===== src/rtl/chrisruk_scroll_sched.sv =====
// rtl/chrisruk_scroll_sched.sv - scroll scheduler issuing one frame request per refresh to the matrix serializer
// Optional feature macro LOOP_GAP_EN: inserts BLANK_CODE between the last and first glyph of the loop.
module chrisruk_scroll_sched #(
  parameter int                 MSG_LEN    = 16,
  parameter int                 GLYPH_W    = 5,
  parameter logic [GLYPH_W-1:0] BLANK_CODE = '0,
  localparam int                AW         = $clog2(MSG_LEN)
) (
  input  logic               clk,
  input  logic               reset,
  input  logic               enable,
  input  logic               wr_en,
  input  logic [AW-1:0]      wr_addr,
  input  logic [GLYPH_W-1:0] wr_data,
  input  logic [AW:0]        msg_len,
  input  logic [3:0]         speed,
  input  logic               frame_ack,
  input  logic               frame_done,
  output logic               frame_req,
  output logic [GLYPH_W-1:0] glyph_left,
  output logic [GLYPH_W-1:0] glyph_right,
  output logic [2:0]         shift,
  output logic               busy,
  output logic               wrap_pulse
);
  typedef enum logic [1:0] {IDLE, REQ, WAIT, ADV} state_t;

  localparam logic [AW:0] MAX_LEN = (AW+1)'(MSG_LEN);

  state_t             state_q, state_d;
  logic [GLYPH_W-1:0] mem_q [MSG_LEN];
  logic [AW:0]        idx_q, idx_d, right_idx, len_eff, wrap_lim;
  logic [2:0]         shift_d;
  logic [3:0]         hold_q, hold_d;
  logic               load;
  logic [GLYPH_W-1:0] left_d, right_d;

  always_comb begin
    if (msg_len == '0)          len_eff = (AW+1)'(1);
    else if (msg_len > MAX_LEN) len_eff = MAX_LEN;
    else                        len_eff = msg_len;
`ifdef LOOP_GAP_EN
    wrap_lim = len_eff;          // virtual position L holds the blank gap
`else
    wrap_lim = len_eff - 1'b1;
`endif
  end

  always_comb begin
    state_d    = state_q;
    idx_d      = idx_q;
    shift_d    = shift;
    hold_d     = hold_q;
    load       = 1'b0;
    wrap_pulse = 1'b0;
    unique case (state_q)
      IDLE: begin
        if (enable) begin
          state_d = REQ;
          load    = 1'b1;
        end
      end
      REQ:  if (frame_ack) state_d = WAIT;
      WAIT: if (frame_done) state_d = ADV;
      ADV: begin
        if (hold_q >= speed) begin
          hold_d = '0;
          if (shift != 3'd7) begin
            shift_d = shift + 3'd1;
          end else begin
            shift_d = '0;
            // >= also catches an index left stranded by a shrunken msg_len
            if (idx_q >= wrap_lim) begin
              idx_d      = '0;
              wrap_pulse = 1'b1;
            end else begin
              idx_d = idx_q + 1'b1;
            end
          end
        end else begin
          hold_d = hold_q + 4'd1;
        end
        state_d = enable ? REQ : IDLE;
        load    = enable;
      end
      default: state_d = IDLE;
    endcase

    right_idx = (idx_d >= wrap_lim) ? '0 : idx_d + 1'b1;
    left_d    = (idx_d < MAX_LEN) ? mem_q[idx_d[AW-1:0]] : BLANK_CODE;
    right_d   = (right_idx < MAX_LEN) ? mem_q[right_idx[AW-1:0]] : BLANK_CODE;
`ifdef LOOP_GAP_EN
    if (idx_d >= len_eff)     left_d  = BLANK_CODE;
    if (right_idx >= len_eff) right_d = BLANK_CODE;
`endif
  end

  // Buffer reads above see pre-write contents, so a same-cycle write misses the frame being latched.
  always_ff @(posedge clk or negedge reset) begin
    if (!reset) begin
      state_q     <= IDLE;
      idx_q       <= '0;
      shift       <= '0;
      hold_q      <= '0;
      glyph_left  <= '0;
      glyph_right <= '0;
      for (int i = 0; i < MSG_LEN; i++) mem_q[i] <= '0;
    end else begin
      state_q <= state_d;
      idx_q   <= idx_d;
      shift   <= shift_d;
      hold_q  <= hold_d;
      if (load) begin
        glyph_left  <= left_d;
        glyph_right <= right_d;
      end
      if (wr_en && ({1'b0, wr_addr} < MAX_LEN)) mem_q[wr_addr] <= wr_data;
    end
  end

  assign frame_req = (state_q == REQ);
  assign busy      = (state_q != IDLE);

endmodule


===== config.mk =====
export PLATFORM = sky130hd
export DESIGN_NAME = chrisruk_scroll_sched
export DESIGN_NICKNAME = d
export VERILOG_FILES = /design/src/rtl/chrisruk_scroll_sched.sv
export SDC_FILE = /design/constraint.sdc
export NUM_CORES = 1
export LEC_CHECK = 0
export BUFFER_PORTS_ARGS = -buffer_cell sky130_fd_sc_hd__buf_2
export CORE_ASPECT_RATIO = 0.5
export CORE_MARGIN = 3
export CORE_UTILIZATION = 25
export CTS_BUF_LIST = sky130_fd_sc_hd__clkbuf_16
export CTS_CLUSTER_SIZE = 20
export DETAILED_ROUTE_END_ITERATION = 12
export GPL_TIMING_DRIVEN = 1
export PLACE_DENSITY = 0.38
export SETUP_SLACK_MARGIN = 0.2
export SYNTH_ARGS = -nofsm -noshare
export SYNTH_HDL_FRONTEND = slang
export SYNTH_SLANG_ARGS = --single-unit
export TNS_END_PERCENT = 20

===== constraint.sdc =====
create_clock -name clk -period 5.1 [get_ports clk]
set_input_delay 0.765 -clock clk [delete_from_list [all_inputs] [get_ports clk]]
set_output_delay 0.765 -clock clk [all_outputs]
set_load 0.01 [all_outputs]

==> impl_metrics.py <==
metrics = {
    "run_status": {
        "outcome": "finished clean",
    },
    "setup_path": {
        "crit_arrival_ns": 4.97,
        "start_kind": "input port",
        "r2r_cells": 16,
        "cp-end-kind": "register",
        "critPathTopFamily": "compound AO/OA/AOI/OAI gates",
        "slowest_stage": "or4_1",
        "crit_buf_inv": 3,
        "critPathLaunch": "msg_len[0]",
        "rrSetupSlack_ns": 0.86,
        "max_stage_delay_ns": 0.53,
        "crit_chain": "buf_2 > nor4b_1 > nor3_1 > ha_1 > a21oi_1 > o21ai_0 > maj3_2 > a21oi_1 > a22o_1 > ha_2 > nand2b_1 > a32oi_1 > a41o_1 > or4_1 > buf_4 > o41ai_1 > buf_4 > a2bb2oi_1 > o221ai_2",
        "crit_type": "in2reg",
        "worstReg2RegEnd": "glyph_right[2]$_DFFE_PN0P_",
        "cp.depth": 19,
        "worstSetupEndpoint": "glyph_right[2]$_DFFE_PN0P_",
        "required_ns": 5.39,
        "worstPathMaxFanout": 9,
        "rr_startpoint": "idx_q[2]$_DFF_PN0_",
    },
    "place": {
        "gp_congestion": 0.861,
        "dp_hpwl_mm": 15.6,
        "dp.cells": 1029,
        "dp_slack_ns": -0.110,
        "numPortBuffers": 39,
    },
    "floorplan": {
        "row_count": 40,
        "ios": 40,
        "fp.dieH_um": 119,
        "initial_core_util": 0.261,
        "fp.dieArea_sq_um": 27800,
        "die_x_um": 233,
        "core-area_sq_um": 24600,
    },
    "power_and_ir_drop": {
        "worst_ir_drop_vdd_mv": 0.156,
        "p_total_mw": 2.97,
        "p_leak_nw": 3.16,
        "power.density_nw_per_um2": 394,
    },
    "timing": {
        "maxSlewHeadroom": 0.371,
        "finalHoldViolations": 0,
        "min_period_ns": 4.68,
        "finalMaxSlewViolations": 0,
        "fin_ws_ns": 0.417,
        "worst_slew_pin_slew_ns": 0.944,
        "setup_viol": 0,
        "rsz0062_at_grt": "true",
        "fmax_mhz": 214,
        "fin_worst_skew_ns": 0.0132,
        "post-route-period-util": 0.918,
        "hold_slack_ns": 0.494,
    },
    "clocking": {
        "clock-sinks": 104,
        "h-tree-depth": 3,
        "cts_tree": "done",
        "root_buffer": "clkbuf_16",
        "clkTransAtPathRegs_ns": 0.08,
        "clkLatencyLatePin_ns": 0.36,
        "cts_setup_buffers": 0,
        "cts_resized": 0,
        "numCtsBuffers": 9,
        "hold_buffers": 0,
        "clock_path_buffers": 2,
    },
    "final_layout": {
        "finalNonFillerCells": 1045,
        "finalCoreUtilization": 0.306,
        "fillerInstances": 2590,
        "areaGrowthSynthToFinish_pct": 17.2,
        "fin_nets": 750,
        "drive_gt1_frac": 0.281,
        "antenna_cells_inserted": 0,
        "final_common_cell": "dfrtp_1",
        "mostFrequentLayoutCells": "dfrtp_1, mux2_2, nand2_1",
    },
    "synth": {
        "yosysSeqAreaShare": 0.405,
        "ys_ff_latch": 104,
        "ys.flop_type": "dfrtp_1",
        "ys_async_sr_fraction": 1.00,
        "syn_avg_cell_area_sq_um": 9.89,
        "postSynthCellCount": 650,
        "synth_edf_count": 0,
        "synth_cell_types": 70,
        "ys_warn_count": 0,
        "syn_area_sq_um": 6430,
    },
    "route": {
        "vias": 5316,
        "viasPerCell": 5.09,
        "drtAntennaViolNets": 0,
        "drc_errors": 0,
        "drt-initial-drc-count": 393,
        "drt_wl_total_mm": 21.3,
        "post_drt_wl_per_cell_um": 20.4,
        "first_pass_iters": 4,
    },
    "grt": {
        "grt_pass1_wl_mm": 32.9,
        "grt_max_degree": 72,
        "grt_pass1_vias": 5327,
        "grt_antenna_before_repair": 0,
        "global_route.usage.met2": 0.236,
        "busiest_layer": "met2",
        "use_met3": 0.0263,
        "use_met1": 0.230,
        "gr-total-overflow": 0,
        "groute.usage.overall": 0.156,
    },
    "min_path": {
        "hold_class": "reg2reg",
    },
    "flow_run": {
        "max_cap_violations": 0,
    },
}
## worst reg2reg max path, cell delays in order, from the launching register on
cell,delay [ns]
dfrtp_1,0.48
ha_1,0.35
a21oi_1,0.14
o21ai_0,0.15
maj3_2,0.39
a21oi_1,0.21
a22o_1,0.22
ha_2,0.28
nand2b_1,0.12
a32oi_1,0.06
a41o_1,0.25
or4_1,0.53
buf_4,0.20
o41ai_1,0.43
buf_4,0.17
a2bb2oi_1,0.07
o221ai_2,0.12
## layer usage
layer / vias to the layer above / share of wire
met5: - / 0
met4: 0 / 0.013
met3: 14 / 0.033
met2: 99 / 0.44
met1: 2668 / 0.51
li1: 2535 / -
## final cells by class
type | instances | area (sq um) | area share
well taps | 336 | 420 | 0.0558
inverters | 17 | 63.8 | 0.00847
multi-input cells | 496 | 3690 | 0.490
clock inverters | 7 | 45.0 | 0.00598
clock buffers | 9 | 225 | 0.0299
repair buffers | 76 | 488 | 0.0647
flip-flops and latches | 104 | 2600 | 0.345
## per-stage QoR
step           cell area (sq um)  setup TNS, ns
4_1_cts                     7490              0
3_5_place_dp                7220         -0.314
6_report                    7540              0
2_1_floorplan               6450              0
3_3_place_gp                7220              0
5_1_grt                     7540              0
## synthesized netlist by cell type (12+ instances only)
library cell / number / area, sq um
dfrtp_1: 104 / 2600
nand3_1: 15 / 75.1
clkbuf_1: 22 / 82.6
a21oi_1: 12 / 60.1
nor3_1: 19 / 95.1
o21ai_0: 22 / 110
nand2_1: 81 / 304
a211oi_1: 27 / 203
inv_1: 16 / 60.1
ha_1: 22 / 275
nor2_1: 33 / 124
and2_1: 16 / 100
mux2i_1: 13 / 130
mux2_2: 87 / 980
## power by group
| part | switching (mW) | internal, mW |
|---|---|---|
| clock | 0.341 | 0.332 |
| sequential | 0.173 | 1.02 |
| combinational | 0.614 | 0.487 |
| total | 1.13 | 1.84 |
## worst min path at each step
stage	start	end	cells after the start
after floorplan	hold_q[3]$_DFFE_PN0N_	hold_q[3]$_DFFE_PN0N_	1
after global placement	glyph_left[1]$_DFFE_PN0P_	glyph_left[1]$_DFFE_PN0P_	1
after detailed placement	glyph_left[4]$_DFFE_PN0P_	glyph_left[4]$_DFFE_PN0P_	1
after CTS	hold_q[3]$_DFFE_PN0N_	hold_q[3]$_DFFE_PN0N_	1
after global routing	hold_q[3]$_DFFE_PN0N_	hold_q[3]$_DFFE_PN0N_	1
final	hold_q[3]$_DFFE_PN0N_	hold_q[3]$_DFFE_PN0N_	1
## flip-flops by register name, summed over array words and instances (netlist names)
signal,count
mem_q,80
glyph_left,5
glyph_right,5
idx_q,5
hold_q,4
shift,3
state_q,2
## cells by family (layout without fill, tap and decap cells)
group                    count (synthesis)  in the layout  share of synthesized area
AO/OA/AOI/OAI                          148            148                      0.174
AND/OR/NAND/NOR                        221            221                      0.169
multiplexers                           100            100                      0.173
flip-flops                             104            104                      0.405
other                                    1              2                   0.000583
buffers and inverters                   51            109                     0.0315
XOR/XNOR                                 2              2                    0.00273
adder cells (fa/ha/maj)                 23             23                     0.0446
Note: power is estimated with default switching activity, not from simulation.
